==> src/rtl/bsg_manycore_reset_sequencer.sv <==
`timescale 1ns/1ps
// bsg_manycore_reset_sequencer
//
// Multi-channel reset release controller. The controller waits until every
// enabled channel reports that tag programming is done. Each done flag is
// synchronised first. The channel resets are then released one at a time,
// with a programmable stagger between releases. After sequencing finishes,
// a cycle counter runs in RUN. A done flag that drops in RUN returns the
// controller to WAIT_TAG and re-sequences. If tag programming never
// finishes, a sticky timeout error is raised.
//
// Ports:
//   clk_i          core clock
//   reset_i        asynchronous active-high reset
//   tag_done_i     per-channel tag-programming-done (asynchronous)
//   channel_en_i   per-channel participate flag, captured when leaving WAIT_TAG
//   reset_o        per-channel reset, active-high
//   all_released_o sequencing complete, system running
//   timeout_o      sticky tag-done timeout error
//   cycle_ctr_o    cycles spent in RUN
//
// Optional build macro: BSG_RESET_SEQ_TRACE_EN
//   When defined, simulation-only $display tracing is compiled in. It reports
//   FSM transitions and channel releases.

module bsg_manycore_reset_sequencer #(
  parameter int num_channels_p   = 4,
  parameter int sync_depth_p     = 3,
  parameter int stagger_cycles_p = 2,
  parameter int timeout_cycles_p = 65536,
  parameter int ctr_width_p      = 32
) (
  input  logic                      clk_i,
  input  logic                      reset_i,
  input  logic [num_channels_p-1:0] tag_done_i,
  input  logic [num_channels_p-1:0] channel_en_i,
  output logic [num_channels_p-1:0] reset_o,
  output logic                      all_released_o,
  output logic                      timeout_o,
  output logic [ctr_width_p-1:0]    cycle_ctr_o
);

  localparam int to_w_lp  = (timeout_cycles_p > 2) ? $clog2(timeout_cycles_p) : 1;
  localparam int ptr_w_lp = (num_channels_p > 1) ? $clog2(num_channels_p + 1) : 1;
  localparam int stg_w_lp = (stagger_cycles_p > 1) ? $clog2(stagger_cycles_p) : 1;

  localparam logic [to_w_lp-1:0]  to_last_lp  = to_w_lp'(timeout_cycles_p - 1);
  localparam logic [ptr_w_lp-1:0] ptr_end_lp  = ptr_w_lp'(num_channels_p);
  localparam logic [stg_w_lp-1:0] stg_load_lp = stg_w_lp'(stagger_cycles_p - 1);

  typedef enum logic [1:0] {
    WAIT_TAG,
    RELEASE,
    RUN,
    ERROR
  } state_e;

  state_e                    state_r, state_n;
  logic [num_channels_p-1:0] sync_r [sync_depth_p];
  logic [num_channels_p-1:0] done_s;
  logic                      all_done;
  logic                      drop;
  logic                      cur_en;
  logic [to_w_lp-1:0]        to_cnt_r, to_cnt_n;
  logic [ptr_w_lp-1:0]       ptr_r, ptr_n;
  logic [stg_w_lp-1:0]       stg_r, stg_n;
  logic [num_channels_p-1:0] en_mask_r, en_mask_n;
  logic [num_channels_p-1:0] reset_r, reset_n;
  logic [ctr_width_p-1:0]    ctr_r, ctr_n;

  // Each channel has its own synchroniser chain.
  always_ff @(posedge clk_i or posedge reset_i) begin
    if (reset_i) begin
      for (int unsigned k = 0; k < sync_depth_p; k++) begin
        sync_r[k] <= '0;
      end
    end else begin
      sync_r[0] <= tag_done_i;
      for (int unsigned k = 1; k < sync_depth_p; k++) begin
        sync_r[k] <= sync_r[k-1];
      end
    end
  end

  assign done_s   = sync_r[sync_depth_p-1];
  assign all_done = &(done_s | ~channel_en_i);
  assign drop     = |(en_mask_r & ~done_s);

  always_ff @(posedge clk_i or posedge reset_i) begin
    if (reset_i) begin
      state_r   <= WAIT_TAG;
      to_cnt_r  <= '0;
      ptr_r     <= '0;
      stg_r     <= '0;
      en_mask_r <= '0;
      reset_r   <= '1;
      ctr_r     <= '0;
    end else begin
      state_r   <= state_n;
      to_cnt_r  <= to_cnt_n;
      ptr_r     <= ptr_n;
      stg_r     <= stg_n;
      en_mask_r <= en_mask_n;
      reset_r   <= reset_n;
      ctr_r     <= ctr_n;
    end
  end

  always_comb begin
    state_n   = state_r;
    to_cnt_n  = to_cnt_r;
    ptr_n     = ptr_r;
    stg_n     = stg_r;
    en_mask_n = en_mask_r;
    reset_n   = reset_r;
    ctr_n     = '0;
    cur_en    = 1'b0;

    for (int unsigned i = 0; i < num_channels_p; i++) begin
      if (ptr_r == ptr_w_lp'(i)) begin
        cur_en = en_mask_r[i];
      end
    end

    case (state_r)
      WAIT_TAG: begin
        reset_n = '1;
        // all_done has priority over a timeout in the same cycle.
        if (all_done) begin
          state_n   = RELEASE;
          en_mask_n = channel_en_i;
          ptr_n     = '0;
          stg_n     = '0;
        end else if (to_cnt_r == to_last_lp) begin
          state_n = ERROR;
        end else begin
          to_cnt_n = to_cnt_r + to_w_lp'(1);
        end
      end

      RELEASE: begin
        to_cnt_n = '0;
        if (ptr_r == ptr_end_lp) begin
          // RUN is entered on the cycle in which the stagger count reaches zero.
          if (stg_r > stg_w_lp'(1)) begin
            stg_n = stg_r - stg_w_lp'(1);
          end else begin
            stg_n   = '0;
            state_n = RUN;
          end
        end else if (stg_r != '0) begin
          stg_n = stg_r - stg_w_lp'(1);
        end else if (cur_en) begin
          for (int unsigned i = 0; i < num_channels_p; i++) begin
            if (ptr_r == ptr_w_lp'(i)) begin
              reset_n[i] = 1'b0;
            end
          end
          stg_n = stg_load_lp;
          ptr_n = ptr_r + ptr_w_lp'(1);
        end else begin
          ptr_n = ptr_r + ptr_w_lp'(1);
        end
      end

      RUN: begin
        to_cnt_n = '0;
        if (drop) begin
          state_n = WAIT_TAG;
          reset_n = '1;
        end else begin
          ctr_n = ctr_r + ctr_width_p'(1);
        end
      end

      ERROR: begin
        reset_n = '1;
      end

      default: begin
        state_n = WAIT_TAG;
        reset_n = '1;
      end
    endcase
  end

  assign reset_o        = reset_r;
  assign all_released_o = (state_r == RUN);
  assign timeout_o      = (state_r == ERROR);
  assign cycle_ctr_o    = ctr_r;

`ifdef BSG_RESET_SEQ_TRACE_EN
  always_ff @(posedge clk_i) begin
    if (!reset_i) begin
      if (state_n != state_r) begin
        $display("[%0t] reset_seq: %s -> %s (timeout_cnt=%0d cycle_ctr=%0d)",
                 $time, state_r.name(), state_n.name(), to_cnt_r, ctr_r);
        if (state_n == ERROR) begin
          $display("[%0t] reset_seq: timeout done_s=%b channel_en=%b missing=%b",
                   $time, done_s, channel_en_i, channel_en_i & ~done_s);
        end
      end
      for (int unsigned i = 0; i < num_channels_p; i++) begin
        if (reset_r[i] && !reset_n[i]) begin
          $display("[%0t] reset_seq: release channel %0d (timeout_cnt=%0d)",
                   $time, i, to_cnt_r);
        end
      end
    end
  end
`endif

endmodule

==> config.mk <==
export PLATFORM = sky130hd
export DESIGN_NAME = bsg_manycore_reset_sequencer
export DESIGN_NICKNAME = d
export VERILOG_FILES = /design/src/rtl/bsg_manycore_reset_sequencer.sv
export SDC_FILE = /design/constraint.sdc
export NUM_CORES = 1
export LEC_CHECK = 0
export BUFFER_PORTS_ARGS = -buffer_cell sky130_fd_sc_hd__buf_4
export CAP_MARGIN = 10
export CORE_MARGIN = 3
export CORE_UTILIZATION = 52
export DETAILED_ROUTE_END_ITERATION = 7
export PLACE_DENSITY = 0.76
export SETUP_SLACK_MARGIN = 0.05
export SKIP_CTS_REPAIR_TIMING = 1
export SYNTH_ARGS = -nofsm -noshare
export SYNTH_HDL_FRONTEND = slang
export SYNTH_SLANG_ARGS = --single-unit
==> constraint.sdc <==
create_clock -name clk_i -period 2.37 [get_ports clk_i]
set_input_delay 0.474 -clock clk_i [delete_from_list [all_inputs] [get_ports clk_i]]
set_output_delay 0.474 -clock clk_i [all_outputs]
set_load 0.005 [all_outputs]
==> metrics.md <==
| Metric | Value |
|---|---|
| Cell class contributing the biggest share of worst-path delay | `simple AND/OR/NAND/NOR gates` |
| Post-synthesis sequential area ratio | `0.484` |
| Number of synthesized flops with an enable pin | `0` |
| Ys async rst share | `1.00` |
| CP Cell Sequence | `ha_1 -> nand3_2 -> nor4_4 -> nand3_2 -> a2111oi_4 -> mux2_4` |
| First-pass GRT wire length | `14100 um` |
| Run status | `complete, no violations` |
| Final wirelength | `8240 um` |
| Yosys reg bits | `74` |
| GRT Util Overall | `0.206` |
| RePlAce Congestion | `0.823` |
| Clk slew on worst S/H paths | `80 ps` |
| Buf/Inv on CP | `0` |
| Most frequent CP cell | `nand3_2` |
| Die Ht | `91.9 um` |
| H-tree Lvls | `3` |
| GR Overflow Total | `0` |
| CORE AREA | `6980 um^2` |
| Antenna cells | `0` |
| Unrepaired setup endpoints after global routing | `false` |
| Largest net degree at the start of global routing | `34` |
| Syn_area_per_cell | `10.1 um^2` |
| Bufs on Longest Clock Path | `2` |
| Crit start category | `flip-flop` |
| Nets | `458` |
| Num ports | `48` |
| Final setup fails | `0` |
| Top-area cell type share of the netlist area | `0.457` |
| Root Buffer | `clkbuf_8` |
| Final Skew | `14.3 ps` |
| Synth area leader | `dfrtp_1` |
| M1 WL | `3750 um` |
| Max Freq | `470 MHz` |
| Met3 WL post-DR | `418 um` |
| Rel. slew slack | `0.662` |
| Yosys warns | `0` |
| Routed via count | `3110` |
| Port Buffers | `47` |
| Post-synthesis cell area | `3830 um^2` |
| Worst min path class | `in -> async` |
| Top Metal Used | `met4` |
| Final Util | `0.659` |
| Worst skew pair latency | `360 ps` |
| DRT Pass-1 Iters | `4` |
| Measured slew at the worst slew-check pin | `502 ps` |
| Multi-input logic area | `1860 um^2` |
| Post-detail-place hpwl | `5690 um` |
| Max stage delay on crit path | `430 ps` |
| Syn-to-layout area delta | `20.0%` |
| Final antenna-violating net count | `0` |
| Initial Util | `0.549` |
| Crit path kind | `reg -> reg` |
| Num CTS Buffers | `9` |
| Die ar. | `8440 um^2` |
| Slew Limit Fails | `0` |
| Clock Sinks | `74` |
| Leak | `2.05 nW` |
| Wirelength per Cell | `15.3 um` |
| Fill cell count | `552` |
| CP arrival | `2360 ps` |
| Synth cell types | `56` |
| Largest cells by area after synthesis | `dfrtp_1 (46%), xor2_1 (5.0%), nor2_1 (4.2%)` |
| Minimum clock period | `2130 ps` |
| Core Rows | `30` |
| Hold Fails Final Rpt | `0` |
| Period utilisation layout | `0.897` |
| Worst path slowest cell | `dfrtp_1` |
| Share of layout cells above drive strength 1 | `0.218` |
| CTS tree | `yes` |
| Iteration-0 DRC Markers | `104` |
| Top FF cell, synth | `dfrtp_1` |
| CP Data Required Time | `2610 ps` |
| Power per Cell Area | `544 nW/um^2` |
| Seq. cell area | `1860 um^2` |
| Cells after Synth | `380` |
| CP endpoint kind | `flip-flop` |
| # DRC | `0` |
| Maximum fanout along the worst path | `6` |
| Length of routed met2 wiring | `3940 um` |
| Syn nets | `402` |
| Vias in the first global route | `2976` |
| Die width | `91.9 um` |
| Initial antenna violation count | `0` |
| Worst vdd rail ir drop | `0.000378 V` |
| Sum Neg Setup Slack | `0 ps` |
| MaxCap Viol Count | `0` |
| Mean number of vias per cell | `5.79` |
[layer usage]
layer  track usage  vias to the layer above
met5             0                        -
met4        0.0842                        0
met3        0.0386                       15
met2         0.328                       84
met1         0.278                     1542
li1              -                     1469
[state kept, by name, indices dropped and copies added, names as in the netlist]
name	count
state_r	2
ptr_r	3
done_s	4
to_cnt_r	16
en_mask_r	4
stg_r	1
cycle_ctr_o	32
sync_r	8
reset_o	4
[Yosys cell counts, types with 3 or more instances]
cell type and count:
a21o_1 3, and3_1 9, dfrtp_1 70, a22o_1 5
a21oi_1 9, nor3_1 4, nand3_1 19, o211ai_1 6
xor2_1 22, mux2_2 5, clkbuf_1 14, inv_1 16
or3_1 8, and2_1 6, nand3b_1 7, nand2_1 20
mux2i_1 4, nor2b_1 4, nand4_1 16, o21ai_0 19
ha_1 12, dfstp_2 4, nor2_1 43, xnor2_1 7
and4_1 7, o2bb2ai_1 3
[report_power, final]
group / internal [mW] / leakage [nW] / switching, mW
clock network: 0.700 / 0.118 / 0.469
logic: 0.0213 / 1.03 / 0.0358
registers: 1.27 / 0.904 / 0.00373
[cell families (layout without fill, tap and decap cells)]
group                      Yosys count  in the layout  share of synthesized area
buffers and inverters               32             93                     0.0317
DFF                                 74             74                      0.484
and+or+nand+nor                    160            160                      0.234
adders and majority gates           12             12                     0.0392
muxes                               10             10                     0.0290
AOI/OAI and AO/OA                   63             63                      0.116
xor gates and xnor gates            29             29                     0.0663
[worst register-to-register path, cell delays in order (launching register included)]
cell	delay [ps]
dfrtp_1	430
ha_1	240
nand3_2	180
nor4_4	270
nand3_2	140
a2111oi_4	430
mux2_4	330
[worst paths after layout]
check,startpoint,end,slack (ps),cells past startpoint
worst min register to register,sync_r[6],done_s[2],350,0
worst min-delay path,reset_i,cycle_ctr_o[9],150,2
worst max register to register,to_cnt_r[0],state_r[1],240,6
worst max-delay path,to_cnt_r[0],state_r[1],240,6
max in group asynchronous,reset_i,to_cnt_r[12],1500,3
min in group clk_i,tag_done_i[1],sync_r[9],230,1
[cell usage in the layout (no fill, tap or decap), types with 8 or more instances in the layout]
master     n
a21oi_1    9
and3_1     9
buf_4     60
clkbuf_8   9
dfrtp_1   70
ha_1      12
inv_1     15
nand2_1   20
nand3_1   19
nand4_1   16
nor2_1    43
o21ai_0   19
or3_1      8
xor2_1    22
[metrics by stage]
| stage | hold slack [ps] | total power, mW | setup slack (ps) | area (um^2) | instances |
|---|---|---|---|---|---|
| 2_1_floorplan | 331 | 1.33 | 297 | 3840 | 380 |
| 3_3_place_gp | 333 | 1.36 | 153 | 4370 | 521 |
| 3_5_place_dp | 336 | 1.36 | 128 | 4370 | 521 |
| 4_1_cts | 148 | 2.53 | 123 | 4600 | 537 |
| 5_1_grt | 167 | 2.59 | 94.7 | 4600 | 537 |
| 6_report | 149 | 2.50 | 245 | 4600 | 537 |
[area by class of cell]
| cell class | instances | share of cell area |
|---|---|---|
| clock buffers | 11 | 0.0285 |
| clock inverters | 5 | 0.0226 |
| inverters | 16 | 0.0139 |
| multi-input cells | 274 | 0.403 |
| flip-flops and latches | 74 | 0.403 |
| well taps | 96 | 0.0261 |
| repair buffers | 61 | 0.102 |
Power figures use the tool's default switching activity.
